File: config.mk
export PLATFORM = sky130hd
export DESIGN_NAME = counter_seq_ctrl_flat
export DESIGN_NICKNAME = d
export VERILOG_FILES = /design/src/rtl/counter_seq_ctrl_if.sv /design/src/rtl/counter_seq_ctrl.sv /design/src/flat_wrapper.sv
export SDC_FILE = /design/constraint.sdc
export NUM_CORES = 1
export LEC_CHECK = 0
export CORE_MARGIN = 1
export CORE_UTILIZATION = 50
export CTS_CLUSTER_SIZE = 10
export DETAILED_ROUTE_END_ITERATION = 8
export GPL_TIMING_DRIVEN = 0
export PLACE_DENSITY = 0.81
export SETUP_SLACK_MARGIN = 0.3
export SLEW_MARGIN = 20
export SYNTH_ARGS = -nofsm -noshare
export SYNTH_HDL_FRONTEND = slang
export SYNTH_SLANG_ARGS = --single-unit
File: constraint.sdc
create_clock -name clk -period 3 [get_ports clk]
set_input_delay 0.9 -clock clk [delete_from_list [all_inputs] [get_ports clk]]
set_output_delay 0.9 -clock clk [all_outputs]
set_load 0.02 [all_outputs]
File: src/rtl/counter_seq_ctrl_if.sv
// Control/status bundle between a sequencing master (user or control FSM)
// and the counter sequencing controller.
interface counter_seq_ctrl_if #(
    parameter int WIDTH = 8
);
    logic             start;
    logic             stop;
    logic             clear;
    logic             mode;
    logic [WIDTH-1:0] load_val;
    logic [WIDTH-1:0] count;
    logic             cnt_en;
    logic             tc;
    logic             done;
    logic             busy;
    logic [1:0]       state;

    modport master (
        output start, stop, clear, mode, load_val,
        input  count, cnt_en, tc, done, busy, state
    );

    modport slave (
        input  start, stop, clear, mode, load_val,
        output count, cnt_en, tc, done, busy, state
    );
endinterface

File: src/rtl/counter_seq_ctrl.sv
// Counter sequencing controller: loads a start value, paces decrements with a
// prescaler, supports pause/resume, clear, one-shot and auto-reload modes.
module counter_seq_ctrl #(
    parameter int WIDTH   = 8,
    parameter int PRE_DIV = 4
) (
    input  logic               clk,
    input  logic               rst_n,
    counter_seq_ctrl_if.slave  bus
);
    localparam int PW = (PRE_DIV > 1) ? $clog2(PRE_DIV) : 1;
    localparam logic [PW-1:0] PRE_LAST = PW'(PRE_DIV - 1);

    typedef enum logic [1:0] {
        IDLE  = 2'b00,
        RUN   = 2'b01,
        PAUSE = 2'b10,
        DONE  = 2'b11
    } state_e;

    state_e           state_q;
    logic [WIDTH-1:0] count_q;
    logic [PW-1:0]    pre_q;
    logic             cnt_en_q;
    logic             tc_q;
    logic             done_q;
    logic             busy_q;

    logic load_nz;
    logic tick;

    assign load_nz = (bus.load_val != '0);
    assign tick    = (pre_q == PRE_LAST);

    // Sequencer FSM; all outputs are registered alongside the state.
    // Priority each cycle: clear > stop > start > tick.
    always_ff @(posedge clk or negedge rst_n) begin
        if (!rst_n) begin
            state_q  <= IDLE;
            count_q  <= '0;
            pre_q    <= '0;
            cnt_en_q <= 1'b0;
            tc_q     <= 1'b0;
            done_q   <= 1'b0;
            busy_q   <= 1'b0;
        end else begin
            cnt_en_q <= 1'b0;
            tc_q     <= 1'b0;
            done_q   <= 1'b0;
            if (bus.clear) begin
                state_q <= IDLE;
                count_q <= '0;
                pre_q   <= '0;
                busy_q  <= 1'b0;
            end else begin
                case (state_q)
                    IDLE, DONE: begin
                        // stop is ignored here; a zero load completes at once
                        if (bus.start) begin
                            pre_q <= '0;
                            if (load_nz) begin
                                count_q <= bus.load_val;
                                state_q <= RUN;
                                busy_q  <= 1'b1;
                            end else begin
                                count_q <= '0;
                                state_q <= DONE;
                                tc_q    <= 1'b1;
                                done_q  <= 1'b1;
                                busy_q  <= 1'b0;
                            end
                        end
                    end
                    RUN: begin
                        if (bus.stop) begin
                            // pending tick suppressed, prescaler holds
                            state_q <= PAUSE;
                        end else if (bus.start) begin
                            // silent restart; a zero reload has nothing to count
                            pre_q   <= '0;
                            count_q <= bus.load_val;
                            if (!load_nz) begin
                                state_q <= DONE;
                                busy_q  <= 1'b0;
                            end
                        end else if (tick) begin
                            pre_q    <= '0;
                            cnt_en_q <= 1'b1;
                            if (count_q == WIDTH'(1)) begin
                                tc_q <= 1'b1;
                                if (bus.mode && load_nz) begin
                                    count_q <= bus.load_val;
                                end else begin
                                    count_q <= '0;
                                    done_q  <= 1'b1;
                                    state_q <= DONE;
                                    busy_q  <= 1'b0;
                                end
                            end else if (count_q != '0) begin
                                count_q <= count_q - WIDTH'(1);
                            end
                        end else begin
                            pre_q <= pre_q + PW'(1);
                        end
                    end
                    PAUSE: begin
                        // resume keeps the prescaler phase and current count
                        if (bus.start) begin
                            state_q <= RUN;
                        end
                    end
                    default: state_q <= IDLE;
                endcase
            end
        end
    end

    assign bus.count  = count_q;
    assign bus.cnt_en = cnt_en_q;
    assign bus.tc     = tc_q;
    assign bus.done   = done_q;
    assign bus.busy   = busy_q;
    assign bus.state  = state_q;
endmodule

File: src/flat_wrapper.sv
// flat-port wrapper written by rule: the top's interface ports become plain ports
module counter_seq_ctrl_flat 
#(
    parameter int WIDTH   = 8,
    parameter int PRE_DIV = 4
)
  (clk, rst_n, bus_start, bus_stop, bus_clear, bus_mode, bus_load_val, bus_count, bus_cnt_en, bus_tc, bus_done, bus_busy, bus_state);
  counter_seq_ctrl_if #(.WIDTH(WIDTH)) bus_i ();
  input  logic clk;
  input  logic rst_n;
  input wire logic [$bits(bus_i.start)-1:0] bus_start;
  input wire logic [$bits(bus_i.stop)-1:0] bus_stop;
  input wire logic [$bits(bus_i.clear)-1:0] bus_clear;
  input wire logic [$bits(bus_i.mode)-1:0] bus_mode;
  input wire logic [$bits(bus_i.load_val)-1:0] bus_load_val;
  output wire logic [$bits(bus_i.count)-1:0] bus_count;
  output wire logic [$bits(bus_i.cnt_en)-1:0] bus_cnt_en;
  output wire logic [$bits(bus_i.tc)-1:0] bus_tc;
  output wire logic [$bits(bus_i.done)-1:0] bus_done;
  output wire logic [$bits(bus_i.busy)-1:0] bus_busy;
  output wire logic [$bits(bus_i.state)-1:0] bus_state;
  assign bus_i.start = bus_start;
  assign bus_i.stop = bus_stop;
  assign bus_i.clear = bus_clear;
  assign bus_i.mode = bus_mode;
  assign bus_i.load_val = bus_load_val;
  assign bus_count = bus_i.count;
  assign bus_cnt_en = bus_i.cnt_en;
  assign bus_tc = bus_i.tc;
  assign bus_done = bus_i.done;
  assign bus_busy = bus_i.busy;
  assign bus_state = bus_i.state;
  counter_seq_ctrl #(.WIDTH(WIDTH), .PRE_DIV(PRE_DIV)) u_core (.clk(clk), .rst_n(rst_n), .bus(bus_i));
endmodule
==> results list, run 1 <==
* Vertical die dimension: 50.1 um
* Data arrival, critical path: 2.78 ns
- Worst R2R End: u_core.bus.count[3]
- Across the run, the number of max-cap violations was 0.
- Worst-path maximum fanout: 7
* Crit path time final: 2.60 ns
- In the synthesized netlist, the number of instances is 133.
- After legalization and detailed placement, the total HPWL measured 2040 um.
- Along the worst hold path, the cell count comes to 2.
- Number of global-route vias before repair: 1062
- When the netlist entered floorplanning its net count stood at 152.
- H-tree levels: 1
* Final weighted congestion of routability-driven global placement: 0.899
- Largest net degree at the start of global routing: 17
- The die covers 2510 sq um.
- After the last flow step, the layout net total stands at 184.
* Slew Viols, Final: 0
- At the worst endpoint, the required time is 3.17 ns.
* Floorplan die width: 50.1 um
- The hold violation total from the final report came to 0.
- The synthesized design contains 16 register bits.
- Max Clock Skew: 0.00781 ns
* Root buffer cell: sky130_fd_sc_hd__clkbuf_4
- Share of cells above drive strength 1: 11.0%
- Worst hold margin: 0.542 ns
- The flow ran to the end, and the final reports show no timing, DRC or antenna violations.
- Routed via count: 1139
- The setup path with the least slack is of type primary input to register.
* I/O Pins: 28
- Clock-pin slew was measured on the worst setup and hold paths at 0.10 ns.
- Yosys synthesis warning count: 0
* Post-CTS setup buffer count: 0
* Antenna-violating nets left: 0
* Pleak: 0.647 nW
- Biggest area consumer among synthesized cells: sky130_fd_sc_hd__dfrtp_1
- The area growth from synthesis to layout is 29.6%.
- Clock latency on the worst-skew pair, taken at its later pin, is 0.30 ns.
- After detailed routing, the number of remaining DRC violations is 0.
- Antenna Cells: 0
* Setup crit end kind: register
- Top-area cell type share of the netlist area: 34.6%
- Actual transition at the worst max-transition pin: 0.734 ns
- Fill cells in the final layout number 183.
- Met2 layer usage reported by global route: 38.9%
- Number of buffers on the longest clock path: 2
- After detailed routing, the number of vias per cell comes to 5.93.
- Total CTS buffers: 3
- Initial core utilization: 52.9%
* Slew margin rel.: 50.9%
- Summed over all layers, the routed wires come to 2750 um.
- IR analysis of the VDD net gives a maximum drop of 0.518 mV.
- Post-route fraction of the period consumed by the critical path: 86.7%
- Worst hold path endpoint: u_core.bus.busy
* Power Density: 789 nW/um^2
* Peak-usage layer in the global routing report: met2
- Reg2Reg Setup Slack: 0.82 ns
* Placement Rows: 17
* Final core utilization: 68.5%
* Met3 global-route usage: 3.64%
- Sequential area share after synthesis: 34.6%
- Number of detailed-route iterations in the first pass: 4
* Global-route wire length before repair: 4800 um
* Worst R2R Start: u_core.bus.state[0]
* Overflow left after global routing: 0
- R2r worst-path depth: 8
- Setup violations remaining at the end of the flow were counted as 0.
* Maximum operating frequency: 384 MHz
* GRT Resource Usage Total: 25.1%
* Initial antenna violation count: 0
* Unique cell type count in the Yosys netlist: 41
- For met1 alone, demand over resource in global routing was 35.0%.
- In this run the mean area of a mapped cell was 8.71 sq um.
- Setup repair after global routing left no endpoint under its margin.
- The first routing iteration left 53 violations.
- Synth Cell Area: 1160 sq um
- Dominant cells by area after synthesis: sky130_fd_sc_hd__dfrtp_1 (35%), sky130_fd_sc_hd__ha_1 (5.4%), sky130_fd_sc_hd__o21ai_0 (4.8%)
- Worst hold start: u_core.bus.busy
- Nature of the critical path startpoint: primary input
- Adding up every negative setup slack in the final design gives 0 ns.
- Core box area: 2190 sq um
- TritonCTS built the clock tree.
- Dividing the detail-routed wire length by the instance count gives 14.3 um.
- Path category of the worst min-delay check: register to register
- Total number of clock tree sinks: 16
- Port bufs: 27
[flip-flops by register name, summed over array words and instances, names as in the netlist]
| register | cells |
|---|---|
| u_core.bus.busy | 1 |
| u_core.bus.done | 1 |
| u_core.pre_q | 2 |
| u_core.bus.count | 8 |
| u_core.bus.tc | 1 |
| u_core.bus.state | 2 |
| u_core.bus.cnt_en | 1 |
[worst max-delay path by stage]
stage	from	slack (ns)	end
after floorplan	bus_load_val[4]	0.88	u_core.bus.state[1]
after global placement	bus_start	0.13	u_core.bus.count[3]
after detailed placement	bus_start	0.10	u_core.bus.count[3]
after CTS	bus_start	0.41	u_core.bus.count[3]
after global routing	bus_load_val[0]	0.31	u_core.bus.count[2]
final	bus_load_val[0]	0.40	u_core.bus.count[3]
[cells in the final DEF (no fill, tap or decap), types with 3 or more instances in the layout]
cell	n
sky130_fd_sc_hd__a21oi_1	10
sky130_fd_sc_hd__a221oi_1	3
sky130_fd_sc_hd__and2_1	3
sky130_fd_sc_hd__and3_1	3
sky130_fd_sc_hd__clkbuf_4	3
sky130_fd_sc_hd__clkdlybuf4s50_1	27
sky130_fd_sc_hd__dfrtp_1	16
sky130_fd_sc_hd__ha_1	5
sky130_fd_sc_hd__inv_1	10
sky130_fd_sc_hd__mux2i_1	3
sky130_fd_sc_hd__nand2_1	11
sky130_fd_sc_hd__nand3_1	4
sky130_fd_sc_hd__nor2_1	7
sky130_fd_sc_hd__nor3_1	4
sky130_fd_sc_hd__nor3_2	3
sky130_fd_sc_hd__nor4_1	3
sky130_fd_sc_hd__o21ai_0	11
[cells in the mapped netlist]
| cell | instances |
|---|---|
| sky130_fd_sc_hd__nor3_1 | 4 |
| sky130_fd_sc_hd__o31ai_1 | 1 |
| sky130_fd_sc_hd__nand2_1 | 11 |
| sky130_fd_sc_hd__a21o_2 | 1 |
| sky130_fd_sc_hd__xor2_1 | 2 |
| sky130_fd_sc_hd__ha_1 | 5 |
| sky130_fd_sc_hd__a31oi_1 | 2 |
| sky130_fd_sc_hd__nor3_2 | 3 |
| sky130_fd_sc_hd__a211oi_1 | 1 |
| sky130_fd_sc_hd__or4b_4 | 1 |
| sky130_fd_sc_hd__xnor2_1 | 1 |
| sky130_fd_sc_hd__a221oi_1 | 3 |
| sky130_fd_sc_hd__o2bb2ai_1 | 2 |
| sky130_fd_sc_hd__inv_1 | 10 |
| sky130_fd_sc_hd__and4bb_2 | 1 |
| sky130_fd_sc_hd__nor2_1 | 7 |
| sky130_fd_sc_hd__dfrtp_1 | 16 |
| sky130_fd_sc_hd__a31o_2 | 2 |
| sky130_fd_sc_hd__and4b_1 | 1 |
| sky130_fd_sc_hd__o21ai_0 | 11 |
| sky130_fd_sc_hd__and2_1 | 3 |
| sky130_fd_sc_hd__nand3_1 | 4 |
| sky130_fd_sc_hd__clkbuf_1 | 3 |
| sky130_fd_sc_hd__o22ai_1 | 1 |
| sky130_fd_sc_hd__a22oi_1 | 2 |
| sky130_fd_sc_hd__nand2b_4 | 1 |
| sky130_fd_sc_hd__and3_1 | 3 |
| sky130_fd_sc_hd__a2bb2oi_1 | 2 |
| sky130_fd_sc_hd__nor3b_1 | 1 |
| sky130_fd_sc_hd__o21a_1 | 2 |
| sky130_fd_sc_hd__mux2_2 | 1 |
| sky130_fd_sc_hd__and2b_1 | 1 |
| sky130_fd_sc_hd__nor2b_1 | 1 |
| sky130_fd_sc_hd__nor4_1 | 3 |
| sky130_fd_sc_hd__nand2b_1 | 2 |
| sky130_fd_sc_hd__a21oi_1 | 10 |
| sky130_fd_sc_hd__buf_6 | 1 |
| sky130_fd_sc_hd__nor4b_1 | 1 |
| sky130_fd_sc_hd__a21boi_0 | 1 |
| sky130_fd_sc_hd__mux2i_1 | 3 |
| sky130_fd_sc_hd__and2b_2 | 2 |
[kinds of logic (layout without fill, tap and decap cells)]
kind of cell / after synthesis / count (layout) / synth area share, %
compound gates: 41 / 41 / 22.8
mux: 4 / 4 / 3.56
flops: 16 / 16 / 34.6
xor+xnor: 3 / 3 / 2.27
buf+inv: 14 / 45 / 5.18
fa+ha+maj: 5 / 5 / 5.40
simple gates: 50 / 50 / 26.2
[where the power goes]
part | internal, W | switching, W | leakage (nW)
Combinational | 0.000323 | 0.000374 | 0.414
Clock | 0.0000740 | 0.0000719 | 0.0210
Sequential | 0.000267 | 0.0000738 | 0.212
Total | 0.000665 | 0.000520 | 0.647
[worst max-delay path, stage by stage]
cell                              delay [ns]
sky130_fd_sc_hd__clkdlybuf4s50_1        0.46
sky130_fd_sc_hd__nor4_1                 0.43
sky130_fd_sc_hd__a21boi_0               0.23
sky130_fd_sc_hd__a21o_2                 0.29
sky130_fd_sc_hd__a221oi_1               0.37
sky130_fd_sc_hd__nor3_2                 0.08
[final cells by class]
type / instances / area, sq um / area share [%]
Multi-Input combinational cell: 103 / 698 / 46.5
Buffer: 4 / 23.8 / 1.58
Timing Repair Buffer: 27 / 270 / 18.0
Tap cell: 28 / 35.0 / 2.33
Inverter: 10 / 37.5 / 2.50
Sequential cell: 16 / 400 / 26.7
Clock buffer: 4 / 36.3 / 2.42
[per-layer routing]
layer	vias up	wire, um
met2	38	1250
met1	544	1290
met5	-	0
li1	551	-
met3	6	160
met4	0	40
[metrics by stage]
stage | std cells | area [sq um] | setup WS (ns) | total power [W]
CTS | 192 | 1500 | 0.405 | 0.00119
global placement | 188 | 1460 | 0.127 | 0.00102
detailed placement | 188 | 1460 | 0.104 | 0.00103
floorplan | 133 | 1160 | 0.881 | 0.000815
finish | 192 | 1500 | 0.399 | 0.00118
global route | 192 | 1500 | 0.309 | 0.00128
[repair_timing]
action	in CTS	in global routing
gates resized for setup	0	2
hold endpoints to repair	0	0
endpoints found under the setup margin	0	2
hold buffers	0	0
Note: power is estimated with default switching activity, not from simulation.
==> inputs of run 2 (changes only) <==
Settings changed: CORE_MARGIN 1 to unset, CORE_UTILIZATION 50 to 49, PLACE_DENSITY 0.81 to 0.79.
Clock period 3 ns to 2.4 ns, I/O delays scaled along.
==> run 2 against run 1 <==
  * Register-to-register slack got worse by 0.46 ns
  * Worst hold slack improved by 0.019 ns
  * Via count increased by 6.2%
  * Cell count up 4.2%
  * Largest power group unchanged
  * Die area increased by 2.0%
  * Highest routed layer unchanged
==> results list, run 2 (synthesis results as in run 1) <==
- Status: finished clean (unchanged)
- Final hold violation count: 0 (unchanged)
* Cell Count Post-Placement: 188 (unchanged)
- Layout area overhead: 43.4% (was 29.6%)
- Nature of the critical path startpoint: primary input (unchanged)
- The width of the die was 50.6 um (was 50.1 um).
* Overflow left after global routing: 0 (unchanged)
- The number of cells in the finished layout apart from fillers was 200 (was 192).
* Total CTS buffers: 3 (unchanged)
- Worst R2R Start: u_core.bus.count[1] (was u_core.bus.state[0])
- Pleak: 0.779 nW (was 0.647 nW)
- The maximum buffer depth of the clock tree came to 2 (unchanged).
- Number of detailed-route iterations in the first pass: 4 (unchanged)
* Post-route fraction of the period consumed by the critical path: 86.3%
* Reg2Reg Setup Slack: 0.36 ns (was 0.82 ns)
- The number of max-slew violations in the final report was 0 (unchanged).
* Global-route wire length before repair: 5100 um (was 4800 um)
- Worst R2R End: u_core.bus.count[1] (was u_core.bus.count[3])
- Share of cells above drive strength 1: 26.2% (was 11.0%)
- Maximum operating frequency: 483 MHz
- The number of setup violations in the final report came to 0 (unchanged).
- Worst-path maximum fanout: 3 (was 7)
* H-tree levels: 1 (unchanged)
* Placement Rows: 17 (unchanged)
* Total number of clock tree sinks: 16 (unchanged)
- The worst supply voltage drop on vdd was 0.694 mV (was 0.518 mV).
- The total power density per cell area was 998 nW/um^2 (was 789 nW/um^2).
* Average vias per placed instance: 6.05 (was 5.93)
- Wire length per cell after detailed routing: 16.3 um (was 14.3 um)
- Count of max-cap constraint violations: 0 (unchanged)
- R2r worst-path depth: 8 (unchanged)
- The number of DRC violations after detailed routing came to 0 (unchanged).
- Setup total negative slack: 0 ns (unchanged)
* Number of flip-flops in the largest register: 8 (unchanged)
- Source of the critical timing path: bus_load_val[7] (was bus_load_val[0])
- The initial antenna violation count was 0 (unchanged).
- Top library cells by usage in the layout, fill and taps aside: sky130_fd_sc_hd__dfrtp_1 (15), sky130_fd_sc_hd__clkdlybuf4s50_1 (13), sky130_fd_sc_hd__nand2_1 (11), sky130_fd_sc_hd__dlygate4sd2_1 (11), sky130_fd_sc_hd__a21oi_1 (10) (was sky130_fd_sc_hd__clkdlybuf4s50_1 (27), sky130_fd_sc_hd__dfrtp_1 (16), sky130_fd_sc_hd__nand2_1 (11), sky130_fd_sc_hd__o21ai_0 (11)).
- Port bufs: 27 (unchanged)
- Number of buffers inserted by hold repair at cts: 0 (unchanged)
- After layout, the minimum clock period comes to 2.07 ns.
* Final layout net count: 192 (was 184)
* CP Data Required Time: 2.59 ns (was 3.17 ns)
- The post-route total power is 0.00166 W (was 0.00118 W).
- Min setup slack post-route: 0.329 ns (was 0.399 ns)
- Antenna Cells: 0 (unchanged)
* Clock latency on the worst-skew pair: 0.31 ns (was 0.30 ns)
- Worst hold margin: 0.561 ns (was 0.542 ns)
* Vertical die dimension: 50.6 um (was 50.1 um)
* Final weighted congestion of routability-driven global placement: 0.925 (was 0.899)
- I/O Pins: 28 (unchanged)
- Largest net degree at the start of global routing: 17 (unchanged)
* Pre-CTS setup slack: -0.356 ns (was 0.104 ns)
* CTS tree: built (unchanged)
- The DRC violation total after the first TritonRoute iteration came to 32 (was 53).
* Antenna-violating nets left: 0 (unchanged)
- The endpoint arrival time on the critical path came to 2.26 ns (was 2.78 ns).
- The root cell of the clock tree is sky130_fd_sc_hd__clkbuf_4 (unchanged).
- The actual transition at the worst max-transition pin came to 0.723 ns (was 0.734 ns).
- The path type of the worst setup path is primary input to register (unchanged).
- The kind of capture point of the worst setup path is a register (unchanged).
- Path category of the worst min-delay check: register to register (unchanged)
* Core box area: 2210 sq um (was 2190 sq um)
- Half-perimeter wire length of the detailed placement result: 2070 um (was 2040 um)
- The starting utilization of the core area came to 52.4% (was 52.9%).
* Setup repair after global routing missed its margin: true (was false)
- The final routed wirelength across all metal layers was 3270 um (was 2750 um).
* Leading cell type in the layout, fill and taps excluded: sky130_fd_sc_hd__dfrtp_1 (was sky130_fd_sc_hd__clkdlybuf4s50_1)
- Clock-pin transition on the worst setup and hold timing paths: 0.11 ns (was 0.10 ns)
- The global-route usage over all layers is 26.7% (was 25.1%).
- The remaining max-slew budget at the tightest pin came to 51.7% (was 50.9%).
- Total Die Area: 2560 sq um (was 2510 sq um)
* Number of global-route vias before repair: 1153 (was 1062)
- Routed via count: 1210 (was 1139)
* Max Clock Skew: 0.0139 ns (was 0.00781 ns)
- Destination of the critical timing path: u_core.bus.state[1] (was u_core.bus.count[3])
## run 2: final cells by class
cell class	instances	area, sq um
tap	28	35.0
sequential	16	402
timing repair buffer	35	324
clock buffer	4	36.3
buffer	4	28.8
inverter	10	40.0
multi-input combinational	103	796
fill	169	551
## run 2: metal layers
| metal | GRT usage (%) | part of all wire [%] | vias up |
|---|---|---|---|
| li1 | - | - | 565 |
| met1 | 35.0 | 43 | 571 |
| met2 | 43.6 | 49 | 61 |
| met3 | 4.24 | 6.5 | 13 |
| met4 | 11.1 | 2.0 | 0 |
| met5 | 0 | 0 | - |
## run 2: worst min path at each step
stage / start / end / slack (ns) / cells past startpoint
after floorplan: rst_n / u_core.bus.busy / 0.42 / 0
after global placement: u_core.bus.busy / u_core.bus.busy / 0.52 / 2
after detailed placement: u_core.bus.busy / u_core.bus.busy / 0.53 / 2
after CTS: u_core.bus.busy / u_core.bus.busy / 0.56 / 2
after global routing: u_core.bus.busy / u_core.bus.busy / 0.58 / 2
final: u_core.bus.busy / u_core.bus.busy / 0.56 / 2
## run 2: timing repair
item	in CTS	in global routing
setup endpoints to repair	16	12
setup buffers	6	2
pin swaps	7	1
gates resized for setup	28	21
## run 2: critical path, cell delays in order
cell and delay (ns):
sky130_fd_sc_hd__clkdlybuf4s50_1 0.54, sky130_fd_sc_hd__nor4_4 0.07, sky130_fd_sc_hd__a21boi_2 0.19, sky130_fd_sc_hd__and4bb_2 0.26, sky130_fd_sc_hd__o2bb2ai_4 0.14, sky130_fd_sc_hd__mux2_2 0.34
## run 2: report_power, final
group / total [W] / internal, W / switching (W)
Combinational: 0.00104 / 0.000480 / 0.000560
Clock: 0.000192 / 0.0000926 / 0.0000991
Sequential: 0.000427 / 0.000335 / 0.0000918
## run 2: per-stage QoR
step / cell area [sq um] / util, %
5_1_grt: 1660 / 75.1
2_1_floorplan: 1160 / -
4_1_cts: 1590 / 72.0
6_report: 1660 / 75.1
3_3_place_gp: 1460 / 66.2
3_5_place_dp: 1460 / 66.2
==> inputs of run 3 (changes only) <==
Settings changed: CORE_UTILIZATION 49 to 44, GPL_ROUTABILITY_DRIVEN set to 0, PLACE_DENSITY 0.79 to 0.75.
Clock period 2.4 ns to 1.8 ns, I/O delays scaled along.
==> run 3 against run 2 <==
  * The run now ends with negative setup slack left
  * Worst setup slack lost 0.58 ns
  * Routed wire length is 30% higher
  * Flip-flop and latch count unchanged
  * Worst hold slack got worse by 0.021 ns
  * Power increased by 71%
  * Cell count increased by 14%
  * Clock skew fell by 0.013 ns
  * Non-clock buffer count up 26
  * Cell area grew 20%
  * Combinational power is 93% higher
  * Sequential power up 33%
  * Die area is 11% higher
==> results list, run 3 (synthesis results as in run 1) <==
* Status: finished, violations left (was finished clean)
- The final reports fail on negative setup slack.
- Setup total negative slack: -1.92 ns (was 0 ns)
- Antenna Cells: 0 (unchanged)
- Placement Rows: 18 (was 17)
- The switching power share of the total came to 43.6% (was 45.3%).
- Ordered list of cells on the worst path: inv_2 > ha_4 > or4b_4 > and4b_1 > a31o_2 > buf_6 > nand2b_4 > o21ai_2 (was clkdlybuf4s50_1 > nor4_4 > a21boi_2 > and4bb_2 > o2bb2ai_4 > mux2_2).
- Share of power burned in registers: 20.0% (was 25.7%)
- Clock-pin transition on the worst setup and hold timing paths: 0.10 ns (was 0.11 ns)
- Clock latency on the worst-skew pair: 0.29 ns (was 0.31 ns)
* Leading cell type in the layout, fill and taps excluded: sky130_fd_sc_hd__buf_4 (was sky130_fd_sc_hd__dfrtp_1)
* Worst-path maximum fanout: 5 (was 3)
- The met1 usage was 37.1% (was 35.0%).
- CTS tree: built (unchanged)
- Count of max-cap constraint violations: 0 (unchanged)
- Proportion of power drawn by the clock network: 8.9% (was 11.6%)
* Min setup slack post-route: -0.253 ns (was 0.329 ns)
- Floorplan die width: 53.3 um (was 50.6 um)
* Half-perimeter wire length of the detailed placement result: 2180 um (was 2070 um)
- The maximum buffer depth of the clock tree is 2 (unchanged).
- For the finished layout, the period the worst path requires is 2.05 ns.
- The number of nets at the end of the flow is 218 (was 192).
* Category of the critical setup timing path: register to register (was primary input to register)
- The kind of capture point of the worst setup path is a register (unchanged).
- The cell count after placement is 190 (was 188).
- Global-route wire length before repair: 5980 um (was 5100 um)
- The global-route usage over all layers came to 29.5% (was 26.7%).
- Biggest cell delay along the critical path: 0.49 ns (was 0.54 ns)
- Slew margin rel.: 49.9% (was 51.7%)
- Number of setup violations in the final report: 9 (was 0)
- The standby leakage power is 0.899 nW (was 0.779 nW).
- The detail-routed via count per cell is 6.01 (was 6.05).
* Peak supply drop: 1.22 mV (was 0.694 mV)
- The total core area was 2480 sq um (was 2210 sq um).
- The via count of the routed design is 1370 (was 1210).
* Power Density: 1420 nW/um^2 (was 998 nW/um^2)
* Final standard cell count with taps included and fillers excluded: 228 (was 200)
* Total number of clock tree sinks: 16 (unchanged)
- Number of buffer and inverter stages on the critical path: 2 (was 1)
- Vertical die dimension: 53.3 um (was 50.6 um)
- The proportion of layout cells with a drive suffix above 1 came to 59.6% (was 26.2%).
- Number of detailed-route iterations in the first pass: 4 (unchanged)
- The number of flip-flops under the largest register name is 8 (unchanged).
- The number of max-slew violations in the final report is 0 (unchanged).
* Largest net degree at the start of global routing: 17 (unchanged)
- The DRC violation total after the first TritonRoute iteration came to 45 (was 32).
- In the finished design, the share of the clock period the worst path needs comes to 114%.
- Total Die Area: 2840 sq um (was 2560 sq um)
* Root buffer cell: sky130_fd_sc_hd__clkbuf_4 (unchanged)
- DRC: 0 (unchanged)
- Critical path's slowest cell: sky130_fd_sc_hd__or4b_4 (was sky130_fd_sc_hd__clkdlybuf4s50_1)
- Top library cells by usage in the layout, fill and taps aside: sky130_fd_sc_hd__buf_4 (24), sky130_fd_sc_hd__buf_6 (19), sky130_fd_sc_hd__nand2_1 (11) (was sky130_fd_sc_hd__dfrtp_1 (15), sky130_fd_sc_hd__clkdlybuf4s50_1 (13), sky130_fd_sc_hd__nand2_1 (11), sky130_fd_sc_hd__dlygate4sd2_1 (11), sky130_fd_sc_hd__a21oi_1 (10))
- Antenna-violating nets left: 0 (unchanged)
- Actual transition at the worst max-transition pin: 0.749 ns (was 0.723 ns)
* Largest delay share family, worst path: simple AND/OR/NAND/NOR gates (was buffers and inverters)
- The number of input and output port buffers inserted was 27 (unchanged).
* Path category of the worst min-delay check: register to register (unchanged)
- The average routed wire per standard cell was 18.6 um (was 16.3 um).
- The I/O pin count came to 28 (unchanged).
- The H-tree depth was 1 (unchanged).
- The required time at the endpoint of the critical path was 1.98 ns (was 2.59 ns).
- The CTS buffer count came to 3 (unchanged).
* Overflow left after global routing: 0 (unchanged)
- Data arrival, critical path: 2.23 ns (was 2.26 ns)
* Final Routed Wirelength: 4250 um (was 3270 um)
- Number of global-route vias before repair: 1293 (was 1153)
- The met2 usage came to 49.0% (was 43.6%).
- Final hold violation count: 0 (unchanged)
- Nature of the critical path startpoint: register (was primary input)
- Initial antenna violation count: 0 (unchanged)
* Cell Int Power: 0.00160 W (was 0.000908 W)
- The number of buffers inserted by hold repair at cts was 0 (unchanged).
* Gate power share: 71.1% (was 62.7%)
- The highest-utilization routing layer at the global route stage is met2 (unchanged).
- Setup repair after global routing missed its margin: true (unchanged)
* Power, Total: 0.00283 W (was 0.00166 W)
- Layout area overhead: 72.7% (was 43.4%)
- Initial core utilization: 46.8% (was 52.4%)
- The met3 usage was 4.31% (was 4.24%).
- Max Clock Skew: 0.00103 ns (was 0.0139 ns)
- Static timing analysis puts the maximum clock frequency at 487 MHz.
- The power spent charging and discharging nets came to 0.00124 W (was 0.000751 W).
run 3: timing repair:
action / in CTS / in global routing
cloned: 1 / 0
setup buffers: 23 / 10
pin swaps: 9 / 7
setup endpoints to repair: 30 / 26
resized for setup: 132 / 36
run 3: through the flow:
| step | hold slack, ns | utilization (%) | worst slack, ns | area [sq um] |
|---|---|---|---|---|
| 5_1_grt | 0.585 | 80.8 | -0.301 | 2000 |
| 2_1_floorplan | 0.244 | - | -0.122 | 1180 |
| 4_1_cts | 0.554 | 74.9 | -0.157 | 1860 |
| 3_3_place_gp | 0.519 | 59.9 | -0.705 | 1480 |
| 6_report | 0.540 | 80.8 | -0.253 | 2000 |
| 3_5_place_dp | 0.523 | 59.9 | -0.735 | 1480 |
run 3: layout make-up:
type	instances	area (sq um)
clock buffers	4	36.3
plain buffers	4	43.8
inverters	10	40.0
multi-input cells	103	921
fillers	148	477
flip-flops and latches	16	412
well taps	30	37.5
repair buffers	61	510
run 3: power by group through the flow:
stage | clock [W] | sequential, W | combinational [W]
finish | 0.000253 | 0.000566 | 0.00201
global route | 0.000266 | 0.000577 | 0.00214
CTS | 0.000255 | 0.000556 | 0.00164
detailed placement | 0 | 0.000580 | 0.00119
global placement | 0 | 0.000576 | 0.00117
floorplan | 0 | 0.000664 | 0.000734
run 3: worst paths after layout:
check | startpoint | end | slack, ns | depth (start not counted)
max in group asynchronous | rst_n | u_core.bus.count[5] | 0.61 | 1
setup reg to reg | u_core.bus.count[1] | u_core.bus.count[0] | -0.25 | 8
min in group asynchronous | rst_n | u_core.bus.tc | 0.68 | 1
hold / removal | u_core.bus.busy | u_core.bus.busy | 0.54 | 2
setup / recovery | u_core.bus.count[1] | u_core.bus.count[0] | -0.25 | 8
hold reg to reg | u_core.bus.busy | u_core.bus.busy | 0.54 | 2
run 3: layer usage:
layer  vias up  routed length, um
met3        17                215
met5         -                  0
li1        623                  -
met4         0                131
met1       678               1850
met2        52               2040
run 3: worst reg2reg max path: cells and delay by family (launching register included):
family / cells / cell delay [ns]
AO/OA/AOI/OAI: 2 / 0.21
AND/OR/NAND/NOR: 3 / 0.93
adder cells (fa/ha/maj): 1 / 0.14
flip-flops: 1 / 0.45
buffers and inverters: 2 / 0.21
==> variant 1, RTL diff (settings of run 3) <==
`PRE_DIV` is set to 4 in 2 places; all go to 8.
--- a/src/rtl/counter_seq_ctrl.sv
+++ b/src/rtl/counter_seq_ctrl.sv
@@ -4,3 +4,3 @@
     parameter int WIDTH   = 8,
-    parameter int PRE_DIV = 4
+    parameter int PRE_DIV = 8
 ) (
--- a/src/flat_wrapper.sv
+++ b/src/flat_wrapper.sv
@@ -4,3 +4,3 @@
     parameter int WIDTH   = 8,
-    parameter int PRE_DIV = 4
+    parameter int PRE_DIV = 8
 )
Behaviour: not the same (Yosys sat finds a counterexample within 10 cycles, from zero or initial values and one cycle with rst_n low).
==> variant 1 against run 3 <==
- the run still ends with negative setup slack left
- critical path depth decreased by 2
- setup slack worse by 0.11 ns
- sequential cell count rose by 1
- wire length is 31% higher
- fmax is 5.2% lower
- synthesized area grew 2.3%
- total power rose by 12%
- cell area rose by 9.1%
- critical endpoint is now u_core.bus.count[6]
- largest cell class unchanged
- largest power group unchanged
- highest routed layer unchanged
==> variant 1: results (changes against run 3) <==
- Worst-skew pair later-pin latency: 0.31 ns (+0.02 ns)
- Met2 Resource Use GR: 0.615 (+0.126)
- Hold Path Class: in -> reg
- 1st-pass router iterations: 4 (unchanged)
- Detailed Route WL: 5.57 mm (+31%)
- Violated checks: negative setup slack
- Outcome: finished, violations left
- Worst-path fanout max: 4 (-1)
- Final Setup Violations: 12 (+3)
- Seq/Total Area, Yosys: 0.359 (+0.0135)
- Iteration-0 DRC Markers: 112 (+150%)
- Synth area leaders: dfrtp_1 36%, ha_1 6.3%, a2bb2oi_1 3.7%
- Commonest cells post-synth: 17 x dfrtp_1, 10 x nand2_1, 8 x nor2_1, 8 x o21ai_0, 7 x inv_1
- Synth Instances: 130 (-2.3%)
- Setup Skew: 0.00227 ns (+0.00124 ns)
- Max_slew headroom: 0.426 (-0.0726)
- Gr usage total: 0.376 (+0.0808)
- Largest net degree at the start of global routing: 18 (+1)
- CP arrival: 2.39 ns (+0.16 ns)
- Synth Net Count: 150 (-1.3%)
- Vias in the first global route: 1442 (+12%)
- First-pass GRT wire length: 7.52 mm (+26%)
- Post-route setup slack: -0.365 ns (-0.112 ns)
- Primary FF master, synth: dfrtp_1
- Placed Area: 1530 µm² (+3.1%)
- Placed instance count: 187 (-1.6%)
- Setup_tns: -3.52 ns (-1.60 ns)
- Finished Layout Cells: 238 (+4.4%)
- Layout cell share with drive strength beyond 1: 0.611 (+0.0146)
- # nets final: 229 (+5.0%)
- DP HPWL: 2.36 mm (+8.5%)
- P_leak: 0.966 nW (+7.5%)
- Max IR drop VDD: 0.00134 V (+9.9%)
- Number of vias per cell: 6.59 (+9.7%)
- GRT met3 Usage: 0.0452 (+0.00209)
- M1 GR Usage: 0.489 (+0.118)
-- variant 1: what timing repair did --
action	CTS	global route
resized for setup	147	30
buffers inserted	39	8
endpoints found under the setup margin	30	27
gates cloned	0	0
pin swaps	21	16
-- variant 1: cell type report --
class                   instances  area [µm²]
repair buffers                 74         652
plain buffers                   4        47.5
multi-input cells             102         958
well taps                      30        37.5
flip-flops and latches         17         433
clock buffers                   4        26.3
fillers                       102         317
inverters                       7        28.8
-- variant 1: per-layer routing --
layer	share of wire	wire, µm
met2	0.45	2510
met4	0.051	282
met5	0	0
met1	0.40	2250
met3	0.095	529
-- variant 1: critical path: stages (launching register included) --
cell	delay, ns
dfrtp_2	0.43
inv_2	0.10
ha_4	0.14
or3b_4	0.41
or4_4	0.58
nand2_1	0.25
o2bb2ai_1	0.17
-- variant 1: cell families after synthesis --
| kind of cell | Yosys count | synth area share |
|---|---|---|
| adder cells (fa/ha/maj) | 6 | 0.0634 |
| AND/OR/NAND/NOR | 48 | 0.233 |
| AO/OA/AOI/OAI | 42 | 0.251 |
| flip-flops | 17 | 0.359 |
| XOR/XNOR | 2 | 0.0148 |
| buffers and inverters | 11 | 0.0412 |
| multiplexers | 4 | 0.0370 |
-- variant 1: final timing paths --
kind / start / to / slack, ns / depth (start not counted)
setup / recovery: u_core.bus.count[1] / u_core.bus.count[6] / -0.36 / 6
hold / removal: bus_load_val[4] / u_core.bus.count[4] / 0.53 / 3
setup reg to reg: u_core.bus.count[1] / u_core.bus.count[6] / -0.36 / 6
hold reg to reg: u_core.pre_q[2] / u_core.pre_q[2] / 0.55 / 2
max in group asynchronous: rst_n / u_core.bus.count[0] / 0.52 / 1
min in group asynchronous: rst_n / u_core.bus.count[3] / 0.70 / 1
-- variant 1: per-stage QoR --
stage	power, W	worst slack [ns]
2_1_floorplan	0.00146	-0.248
3_3_place_gp	0.00181	-0.794
3_5_place_dp	0.00184	-0.823
4_1_cts	0.00268	-0.281
5_1_grt	0.00326	-0.365
6_report	0.00316	-0.365
-- variant 1: power breakdown --
| group | total, W | internal, W | switching [W] | leakage [nW] |
|---|---|---|---|---|
| Combinational | 0.00232 | 0.00120 | 0.00112 | 0.733 |
| Clock | 0.000230 | 0.0000869 | 0.000144 | 0.0150 |
| Sequential | 0.000608 | 0.000480 | 0.000128 | 0.218 |
| Total | 0.00316 | 0.00176 | 0.00139 | 0.966 |
==> variant 2, RTL diff (config.mk and constraints of run 3) <==
Without the edit above. Reset style: synchronous (`rst_n`), changed in one clocked block.
--- a/src/rtl/counter_seq_ctrl.sv
+++ b/src/rtl/counter_seq_ctrl.sv
@@ -36,3 +36,3 @@
     // Priority each cycle: clear > stop > start > tick.
-    always_ff @(posedge clk or negedge rst_n) begin
+    always_ff @(posedge clk) begin
         if (!rst_n) begin
Function: differs if rst_n is asserted again (counterexample within 4 cycles, from zero or initial values and one cycle with rst_n low); with rst_n held inactive, the same outputs for 10 cycles.
==> variant 2 against run 3 <==
- the run still ends with negative setup slack left
- synthesized area shrank 7.6%
- worst hold slack lost 0.044 ns
- sequential cell count is the same
- wire length grew 3.1%
- setup slack gained 0.22 ns
- cell area shrank 7.1%
Power is not compared: it rests on default switching activity, and its combinational part moved more than twofold at a synthesized area within 25%.
==> variant 2: results (changes against run 3) <==
- Fin Hold WS: 0.496 ns (-0.0442 ns)
- WL per Instance: 20.4 µm (+9.3%)
- Met1 WL: 1.64 mm (-12%)
- Nonclk buf count: 57 (-12%)
- Final Setup Violations: 6 (-3)
- Invs w/o clock: 9 (-1)
- Origin of the critical flop-to-flop path: u_core.bus.count[4]
- Violated checks: negative setup slack
- Hold path startpoint: u_core.pre_q[1]
- Post-route setup slack: -0.0309 ns (+0.222 ns)
- # fillers: 137 (-7.4%)
- Post-synth ARST share: 0 (-1.00)
- Met2 Resource Use GR: 0.537 (+0.0477)
- Max IR drop VDD: 0.000543 V
- Gr usage total: 0.301 (+0.00541)
- Multi-Input Combinational: 101 (-1.9%)
- Post-synthesis compound-gate area fraction: 0.297 (+0.0689)
- Vias in the first global route: 1275 (-1.4%)
- Worst EP required: 2.00 ns (+0.02 ns)
- Synth Area in Adders: 0.0701 (+0.0161)
- Multi-input logic area: 938 µm² (+1.9%)
- Placed instance count: 184 (-3.2%)
- DP HPWL: 2.13 mm (-2.2%)
- Post-synthesis mux area share: 0 (-0.0356)
- Via count: 1384 (+1.0%)
- Distinct cells, synth: 41 (unchanged)
- Synth Instances: 129 (-3.0%)
- # nets final: 208 (-4.6%)
- M1 GR Usage: 0.342 (-0.0294)
- Commonest cells post-synth: 16 x dfxtp_1, 15 x nand2_1, 13 x a21oi_1
- Worst-path fanout max: 4 (-1)
- Met2 WL: 2.24 mm (+9.6%)
- Final core utilization: 0.824 (+0.0165)
- Primary FF master, synth: dfxtp_1
- Setup Skew: 0.00535 ns (+0.00432 ns)
- Signal buf overhead: 0.250 (-0.0272)
- Outcome: finished, violations left
- Reg2reg end: u_core.bus.count[7]
- Synth area leaders: dfxtp_1 30%, ha_1 7.0%, a21oi_1 6.1%
- WL met3: 293 µm (+36%)
- Iteration-0 DRC Markers: 52 (+16%)
- Synth Net Count: 149 (-2.0%)
- Detailed Route WL: 4.38 mm (+3.1%)
- Register area: 355 µm² (-14%)
- Hold Path End: u_core.pre_q[1]
- Placed Area: 1410 µm² (-4.7%)
- Max_slew headroom: 0.645 (+0.146)
- Post-Place Setup Slack: -0.638 ns (+0.0961 ns)
- Setup crit end: u_core.bus.count[7]
- First-pass GRT wire length: 5.80 mm (-3.1%)
- Post-Syn Area: 1070 µm² (-7.6%)
variant 2: cell types whose count changed in the layout (fill, tap and decap cells not counted), sizes merged, moves of 4 or more:
cell | before | now
buf | 52 | 42
o22ai | 1 | 6
o21ai | 11 | 3
or4 | 0 | 5
dfxtp | 0 | 16
a32oi | 0 | 4
nand2 | 11 | 15
dfrtp | 16 | 0
nor3 | 7 | 3
variant 2: what timing repair did:
item / CTS / global route
cloned: 1 / 0
setup endpoints to repair: 30 / 22
pin swaps: 17 / 20
gates resized for setup: 118 / 42
buffers inserted: 18 / 8
hold endpoints to repair: 0 / 0
variant 2: worst max-delay path, stage by stage (launching register included):
cell and delay [ns]:
dfxtp_4 0.36, or4_4 0.57, nor4_4 0.21, nand3_2 0.18
and2_4 0.22, a31o_1 0.20
variant 2: power breakdown:
part / switching, W / total, W / internal [W]
Combinational: 0.000194 / 0.000382 / 0.000187
Sequential: 0.0000197 / 0.000379 / 0.000359
Clock: 0.000125 / 0.000212 / 0.0000865
Total: 0.000339 / 0.000972 / 0.000633
